`config.mk`:
```
export PLATFORM = sky130hd
export DESIGN_NAME = fir_stim_gen
export DESIGN_NICKNAME = d
export VERILOG_FILES = /design/src/rtl/fir_stim_pkg.sv /design/src/rtl/fir_lfsr16.sv /design/src/rtl/fir_stim_gen.sv
export SDC_FILE = /design/constraint.sdc
export NUM_CORES = 1
export LEC_CHECK = 0
export ABC_AREA = 1
export BUFFER_PORTS_ARGS = -buffer_cell sky130_fd_sc_hd__buf_4
export CORE_AREA = 2 2 87 89
export CTS_CLUSTER_DIAMETER = 40
export DETAILED_ROUTE_END_ITERATION = 7
export DIE_AREA = 0 0 89 91
export PLACE_DENSITY = 0.74
export REMOVE_ABC_BUFFERS = 1
export SLEW_MARGIN = 10
export SYNTH_ARGS = -nofsm -noshare
export SYNTH_HDL_FRONTEND = slang
export SYNTH_HIERARCHICAL = 1
export SYNTH_SLANG_ARGS = --single-unit
```
`constraint.sdc`:
```
create_clock -name clk -period 2.1 [get_ports clk]
set_clock_uncertainty 0.2 [all_clocks]
set_input_delay 0.315 -clock clk [delete_from_list [all_inputs] [get_ports clk]]
set_output_delay 0.315 -clock clk [all_outputs]
set_load 0.01 [all_outputs]
```
`src/rtl/fir_stim_pkg.sv`:
```
// Shared types and constants for the FIR stimulus generator.
package fir_stim_pkg;

    typedef enum logic [1:0] {
        IMPULSE = 2'd0,
        STEP    = 2'd1,
        ALT     = 2'd2,
        LFSR    = 2'd3
    } stim_mode_t;

    typedef logic [1:0] stim_state_t;

    localparam stim_state_t IDLE = 2'd0;
    localparam stim_state_t RUN  = 2'd1;
    localparam stim_state_t DONE = 2'd2;

    localparam logic [15:0] LFSR_TAPS = 16'hB400;

    // One step of the right-shifting Galois LFSR.
    function automatic logic [15:0] lfsr_next(input logic [15:0] s);
        return s[0] ? ((s >> 1) ^ LFSR_TAPS) : (s >> 1);
    endfunction

endpackage

```
`src/rtl/fir_lfsr16.sv`:
```
// 16-bit Galois LFSR with synchronous load and advance; resets to RESET_SEED.
module fir_lfsr16
    import fir_stim_pkg::*;
#(
    parameter logic [15:0] RESET_SEED = 16'hACE1
) (
    input  logic        clk,
    input  logic        rst,
    input  logic        load,
    input  logic [15:0] seed,
    input  logic        advance,
    output logic [15:0] state
);

    always_ff @(posedge clk or posedge rst) begin
        if (rst) begin
            state <= RESET_SEED;
        end else if (load) begin
            state <= seed;
        end else if (advance) begin
            state <= lfsr_next(state);
        end
    end

endmodule

```
`src/rtl/fir_stim_gen.sv`:
```
// Burst stimulus source for FIR filter inputs (impulse/step/alternate/LFSR).
// Optional FIR_STIM_GEN_ABORT_EN adds an abort input that ends a burst early.
module fir_stim_gen
    import fir_stim_pkg::*;
#(
    parameter int          OUTPUT_WIDTH = 16,
    parameter int          BURST_LEN    = 64,
    parameter int          RATE_DIV     = 1,
    parameter logic [15:0] LFSR_SEED    = 16'hACE1
) (
    input  logic                    clk,
    input  logic                    rst,
    input  logic                    start,
    input  logic [1:0]              mode,
    input  logic [OUTPUT_WIDTH-1:0] amplitude,
`ifdef FIR_STIM_GEN_ABORT_EN
    input  logic                    abort,
`endif
    output logic                    busy,
    output logic                    done,
    output logic                    valid_out,
    output logic [OUTPUT_WIDTH-1:0] dout
);

    localparam int CNT_W  = $clog2(BURST_LEN + 1);
    localparam int RATE_W = (RATE_DIV > 1) ? $clog2(RATE_DIV) : 1;
    localparam logic [CNT_W-1:0]  CNT_END  = CNT_W'(BURST_LEN);
    localparam logic [RATE_W-1:0] RATE_END = RATE_W'(RATE_DIV - 1);
    localparam logic [OUTPUT_WIDTH-1:0] AMP_MIN = {1'b1, {(OUTPUT_WIDTH-1){1'b0}}};
    localparam logic [OUTPUT_WIDTH-1:0] AMP_MAX = {1'b0, {(OUTPUT_WIDTH-1){1'b1}}};

    stim_state_t             state_q;
    stim_mode_t              mode_q;
    logic [OUTPUT_WIDTH-1:0] amp_q;
    logic [CNT_W-1:0]        cnt_q;
    logic [RATE_W-1:0]       rate_q;

    logic                    abort_req;
    logic                    accept;
    logic                    finish;
    logic                    emit;
    logic [15:0]             lfsr_state;
    logic [15:0]             lfsr_pick;
    logic [OUTPUT_WIDTH-1:0] lfsr_sample;
    stim_mode_t              cur_mode;
    logic [OUTPUT_WIDTH-1:0] cur_amp;
    logic [OUTPUT_WIDTH-1:0] neg_amp;
    logic                    odd_k;
    logic [OUTPUT_WIDTH-1:0] sample;

`ifdef FIR_STIM_GEN_ABORT_EN
    assign abort_req = abort;
`else
    assign abort_req = 1'b0;
`endif

    assign accept = (state_q == IDLE) && start;
    assign finish = (state_q == RUN) && ((cnt_q == CNT_END) || abort_req);
    assign emit   = (state_q == RUN) && !finish && (rate_q == RATE_END);

    fir_lfsr16 #(
        .RESET_SEED (LFSR_SEED)
    ) u_lfsr (
        .clk     (clk),
        .rst     (rst),
        .load    (accept),
        .seed    (LFSR_SEED),
        .advance (emit),
        .state   (lfsr_state)
    );

    // The LFSR register holds the last emitted value; sample 0 is the seed itself.
    assign lfsr_pick = accept ? LFSR_SEED : lfsr_next(lfsr_state);

    generate
        if (OUTPUT_WIDTH <= 16) begin : g_trunc
            assign lfsr_sample = lfsr_pick[OUTPUT_WIDTH-1:0];
        end else begin : g_sext
            assign lfsr_sample = {{(OUTPUT_WIDTH-16){lfsr_pick[15]}}, lfsr_pick};
        end
    endgenerate

    assign cur_mode = accept ? stim_mode_t'(mode) : mode_q;
    assign cur_amp  = accept ? amplitude : amp_q;
    assign neg_amp  = (cur_amp == AMP_MIN) ? AMP_MAX : -cur_amp;
    assign odd_k    = accept ? 1'b0 : cnt_q[0];

    always_comb begin
        sample = '0;
        unique case (cur_mode)
            IMPULSE: sample = accept ? cur_amp : '0;
            STEP:    sample = cur_amp;
            ALT:     sample = odd_k ? neg_amp : cur_amp;
            LFSR:    sample = lfsr_sample;
            default: sample = '0;
        endcase
    end

    always_ff @(posedge clk or posedge rst) begin
        if (rst) begin
            state_q   <= IDLE;
            mode_q    <= IMPULSE;
            amp_q     <= '0;
            cnt_q     <= '0;
            rate_q    <= '0;
            busy      <= 1'b0;
            done      <= 1'b0;
            valid_out <= 1'b0;
            dout      <= '0;
        end else begin
            done      <= 1'b0;
            valid_out <= 1'b0;
            dout      <= '0;
            case (state_q)
                IDLE: begin
                    if (start) begin
                        state_q   <= RUN;
                        mode_q    <= stim_mode_t'(mode);
                        amp_q     <= amplitude;
                        // cnt_q counts samples already emitted, so sample 0 counts here
                        cnt_q     <= CNT_W'(1);
                        rate_q    <= '0;
                        busy      <= 1'b1;
                        valid_out <= 1'b1;
                        dout      <= sample;
                    end
                end
                RUN: begin
                    if (finish) begin
                        state_q <= DONE;
                        done    <= 1'b1;
                    end else if (rate_q == RATE_END) begin
                        rate_q    <= '0;
                        cnt_q     <= cnt_q + 1'b1;
                        valid_out <= 1'b1;
                        dout      <= sample;
                    end else begin
                        rate_q <= rate_q + 1'b1;
                    end
                end
                DONE: begin
                    state_q <= IDLE;
                    busy    <= 1'b0;
                end
                default: begin
                    state_q <= IDLE;
                    busy    <= 1'b0;
                end
            endcase
        end
    end

endmodule

```
Word-level counts from Yosys, hierarchy flattened --
Cells that the tools add are included.
Storage, ports and cells: register bits after elaboration 63, input port bits 21, logic and storage cells 74
Cells by class: add/subtract/negate cells 3, equal/unequal tests 10, multiplexer cells 34, bitwise operators 3, reductions and logical operators 14
Operators by type and width (number):
- 16-bit 2-to-1 mux | 11
- 16-bit one-hot mux with 4 select lines | 1
- 16-bit one-hot mux with 2 select lines | 1
- 7-bit 2-to-1 mux | 3
- 16-bit == test (second input constant) | 1
- 16-bit negation | 1
- 7-bit one-hot mux with 2 select lines | 1
- 1-bit 2-to-1 mux | 10
- 2-bit != test (second input constant) | 4
- 7-bit by 1-bit adder with 7-bit output (second input constant) | 1
- 7-bit == test (second input constant) | 1
- 2-bit 2-to-1 mux | 3
- 1-bit one-hot mux with 2 select lines | 3
- 2-bit AND reduction | 3
- 2-bit by 1-bit == test with 1-bit output (second input constant) | 2
- 2-bit == test (second input constant) | 2
- 1-bit logical AND | 4
- 2-bit logical NOT | 2
- 3-bit NOT with 4-bit output | 1
- 2-bit one-hot mux with 2 select lines | 1
- 4-bit AND reduction | 1
- 2-bit nonzero test | 2
- 3-bit AND reduction | 1
- 1-bit NOT | 2
- other kinds (2) | 2

Longest topological paths before layout --
depth after elaboration 10, gate-level depth with buffers 17, depth with buffers taken out 16

Modules after synthesis --
Netlist, hierarchy kept.
By module, submodules not included:
- fir_stim_gen | instances 1, cells each 379, area each 2889.0 um^2, seq. area each 1151.1 um^2
- fir_lfsr16 | instances 1, cells each 101, area each 788.3 um^2, seq. area each 410.4 um^2

Worst setup path after synthesis --
No wires, ideal clock.
path kind reg-to-reg, start register state_q[1], end register dout[14], setup time 0.123 ns, data arrival time 1.942 ns, data required time 1.777 ns, setup slack -0.164 ns, stages on the path, launching flop included 15, buffers on the path 1, clock period less this slack 2.264 ns, cell sequence dfrtp_1 nor2_4 nand2_4 buf_6 o21ai_2 ha_1 nand3_2 nor2_4 nand2_4 o21ai_2 nand2_1 nand2_1 nand3_1 nand2_1 a21oi_2
Between the ends: cells in the longest elaborated chain, start to end 10
RTL lines:
- from (decl) | line fir_stim_gen.sv:32 | stim_state_t state_q;
- from (signal assigned) | line fir_stim_gen.sv:101 | state_q <= IDLE;
- from (signal assigned) | line fir_stim_gen.sv:117 | state_q <= RUN;
- from (signal assigned) | line fir_stim_gen.sv:130 | state_q <= DONE;
- 2-bit logical NOT | line fir_stim_gen.sv:57, fir_stim_gen.sv:114
- 1-bit logical AND | line fir_stim_gen.sv:57 | assign accept = (state_q == IDLE) && start;
- 16-bit 2-to-1 mux | line fir_stim_gen.sv:84 | assign cur_amp = accept ? amplitude : amp_q;
- 16-bit negation or 16-bit == test (tied branches) | line fir_stim_gen.sv:85 | assign neg_amp = (cur_amp == AMP_MIN) ? AMP_MAX : -cur_amp;
- 16-bit 2-to-1 mux | line fir_stim_gen.sv:85
- 16-bit 2-to-1 mux | line fir_stim_gen.sv:93 | ALT: sample = odd_k ? neg_amp : cur_amp;
- 16-bit one-hot mux with 4 select lines | line fir_stim_gen.sv:90 | unique case (cur_mode)
- 16-bit 2-to-1 mux | line fir_stim_gen.sv:132 | end else if (rate_q == RATE_END) begin
- 16-bit 2-to-1 mux | line fir_stim_gen.sv:129 | if (finish) begin
- 16-bit one-hot mux with 2 select lines * | line fir_stim_gen.sv:114 | case (state_q)
- to (signal assigned) | line fir_stim_gen.sv:125 | dout <= sample;
- to (signal assigned) | line fir_stim_gen.sv:136 | dout <= sample;
- to (decl) | line fir_stim_gen.sv:22 | output logic [OUTPUT_WIDTH-1:0] dout
Mark *: on every way between the ends. The rest lies on a longest branch, timed or not. A chain may end at the register's enable or synchronous reset.

Final worst setup path --
start register state_q[0], end register dout[12]
Same word-level chain as after synthesis.

==> metrics.yaml <==
outcome:
  outcome: "finished with violations"
  failed_checks: "negative setup slack"
clock_network:
  ctsLongestPathBuffers: 2
  cts_tree: "done"
  path_clk_slew_ns: 0.07
  cts_htree_levels: 3
  clk_latency_ns: 0.35
  cts_sinks: 62
  cts_inserted_buffers: 9
  cts-root-buf: "clkbuf_8"
worst_hold_path:
  worstHoldEndpoint: "dout[9]"
  hold_depth: 3
  hold_class: "input port to flip-flop"
  min_from: "amplitude[9]"
power:
  p_int_w: 0.001920
  power_frac_comb: 0.031
  irDropWorstVdd_mv: 0.2966
  p_switching_w: 0.0005379
  seqPwrFrac: 0.486
  leakage_nw: 2.481
  pwr-share-clk: 0.484
  switching_share: 0.2189
  power_density_nw_per_um2: 498.1
logic_synthesis:
  synth_seq_cells: 62
  seq_area_frac_synth: 0.4246
  yosysWarningCount: 6
  mappedNetlistArea_sq_um: 3677
  syn_avg_cell_area_sq_um: 7.661
  synth.distinct_cells: 42
  synthCells: 480
  synth_flop_cell: "dfrtp_1"
  synth-edff-count: 0
  synth_async_sr_flop_share: 1.000
setup_path:
  r2r_setup_slack_ns: -0.24
  cp-startpoint: "state_q[0]"
  crit_fanout: 5
  critical_path_arrival_ns: 2.41
  reg2reg_depth: 14
  path_class: "flip-flop to flip-flop"
  regToRegEndpoint: "dout[12]"
  worstPathRequired_ns: 2.18
  critPathLaunchType: "flip-flop"
  r2r-start: "state_q[0]"
  endpoint_kind: "flip-flop"
finish:
  fin_util: 0.6913
  final_cell_mix: "nand2_1 (135), buf_4 (93), dfrtp_1 (54)"
  synthToLayoutAreaGrowth_pct: 34.16
  layout-drive-gt1-share: 0.3462
  nets: 614
  final_common_cell: "nand2_1"
  design_area_sq_um: 4933
  antenna_cells: 0
sta:
  period_minus_slack_ns: 2.337
  fmax_mhz: 427.9
  slew_headroom: 0.5833
  fin_hold_ws_ns: 0.04573
  drv_slew: 0
  worst_pin_slew_ns: 0.6244
  setup_ws_ns: -0.2373
  hold_viol: 0
  tns_ns: -3.177
  post-route-period-util: 1.113
  setup_viol: 16
  grt_setup_unrepaired: "yes"
drt:
  wl_microns: 10350
  drtIter0Drc: 250
  vias: 3654
  wl_per_cell_microns: 14.91
  ant_nets: 0
  viasPerCell: 5.265
  drc: 0
  first_pass_iters: 5
die:
  fp-row-count: 31
  num_io_pins: 40
  core_area_sq_um: 7137
  die_h_microns: 91
  dieArea_sq_um: 8099
  die_width_microns: 89
  start_util: 0.5153
grt:
  grt_max_degree: 27
  grt_use_total: 0.2660
  grt_pass1_wl_microns: 16680
  antenna_found_initial: 0
  gr-total-overflow: 0
  grt_pass1_vias: 3544
placement:
  placed_area_sq_um: 4442
  place_congestion: 1.036
  dp.final_hpwl_microns: 7242
  post-place-ws_ns: -0.1786
  portBuffers: 39
job:
  drv_cap: 0
-- worst max path at each step --
| stage | endpoint | cells past startpoint |
|---|---|---|
| floorplan | dout[3] | 9 |
| global placement | dout[10] | 15 |
| detailed placement | dout[10] | 15 |
| CTS | dout[3] | 14 |
| global route | dout[12] | 14 |
| finish | dout[12] | 14 |
-- power by group through the flow --
stage,sequential (W),combinational [W],clock [W]
global placement,0.00122,0.0000724,0
detailed placement,0.00122,0.0000739,0
floorplan,0.00122,0.0000220,0
CTS,0.00119,0.0000771,0.00120
global route,0.00119,0.0000838,0.00126
finish,0.00119,0.0000750,0.00119
-- flip-flops by register name, indices dropped and copies added, names as in the netlist --
signal and count:
amp_q 16, dout 16, u_lfsr/state 16, cnt_q 7
mode_q 2, state_q 2, busy 1, done 1
valid_out 1
-- cell families (layout without fill, tap and decap cells) --
logic type,after synthesis,in the layout,share of synthesized area
and+or+nand+nor,266,268,0.3406
AOI/OAI and AO/OA,77,77,0.1269
buffers and inverters,63,162,0.07893
DFF,62,62,0.4246
xor gates and xnor gates,7,7,0.01667
adders and majority gates,3,3,0.01021
other,2,16,0.002042
-- per-stage QoR --
stage / cells / power (W)
final: 694 / 0.002458
after global routing: 694 / 0.002542
after CTS: 691 / 0.002472
after detailed placement: 665 / 0.001291
after global placement: 665 / 0.001289
after floorplan: 477 / 0.001239
-- layout make-up --
type,count,area [sq um]
Fill cell,594,2203
Clock inverter,6,85.08
Clock buffer,10,137.6
Inverter,46,175.2
Timing Repair Buffer,100,819.5
Tap cell,99,123.9
Multi-Input combinational cell,371,2031
Sequential cell,62,1562
-- routing by layer --
metal | vias to the layer above | wire [microns] | track usage | part of all wire
li1 | 1761 | - | - | -
met1 | 1729 | 4357 | 0.3440 | 0.42
met2 | 137 | 5141 | 0.4341 | 0.50
met3 | 27 | 563 | 0.05091 | 0.054
met4 | 0 | 287 | 0.1045 | 0.028
met5 | - | 0 | 0 | 0
-- what timing repair did --
| item | CTS | global route |
|---|---|---|
| pin swaps | 9 | 14 |
| hold buffers | 1 | 0 |
| gates cloned | 2 | 0 |
| hold endpoints to repair | 32 | 0 |
| setup buffers | 7 | 3 |
| gates resized for setup | 20 | 18 |
| setup endpoints to repair | 16 | 34 |
-- critical path, cell delays in order (launching register included) --
cell     delay, ns
dfrtp_1       0.41
nor2_4        0.18
nand2_4       0.12
nand2_2       0.09
nand2_2       0.06
inv_2         0.07
ha_4          0.14
nand3_4       0.07
nor2_4        0.16
nand2_4       0.10
nor2_8        0.17
nand4_4       0.16
nand3_1       0.14
nand2_1       0.08
a21oi_2       0.12
-- synth_stat cells, types with 4 or more instances --
cell type / number / area share
xor2_1: 5 / 0.012
inv_1: 40 / 0.041
o21ai_2: 4 / 0.0095
a21oi_2: 5 / 0.012
dfstp_2: 8 / 0.057
nand3_1: 47 / 0.064
a31oi_1: 4 / 0.0068
o21ai_0: 20 / 0.027
nor2_1: 29 / 0.030
buf_2: 7 / 0.0095
nor2_4: 5 / 0.015
nand2_2: 12 / 0.020
buf_6: 5 / 0.015
o21ai_1: 4 / 0.0054
dfrtp_1: 54 / 0.37
nor2_2: 5 / 0.0085
a21oi_1: 26 / 0.035
a22oi_1: 4 / 0.0082
nand2_1: 149 / 0.15
inv_2: 6 / 0.0061
Note: power is estimated with default switching activity, not from simulation.
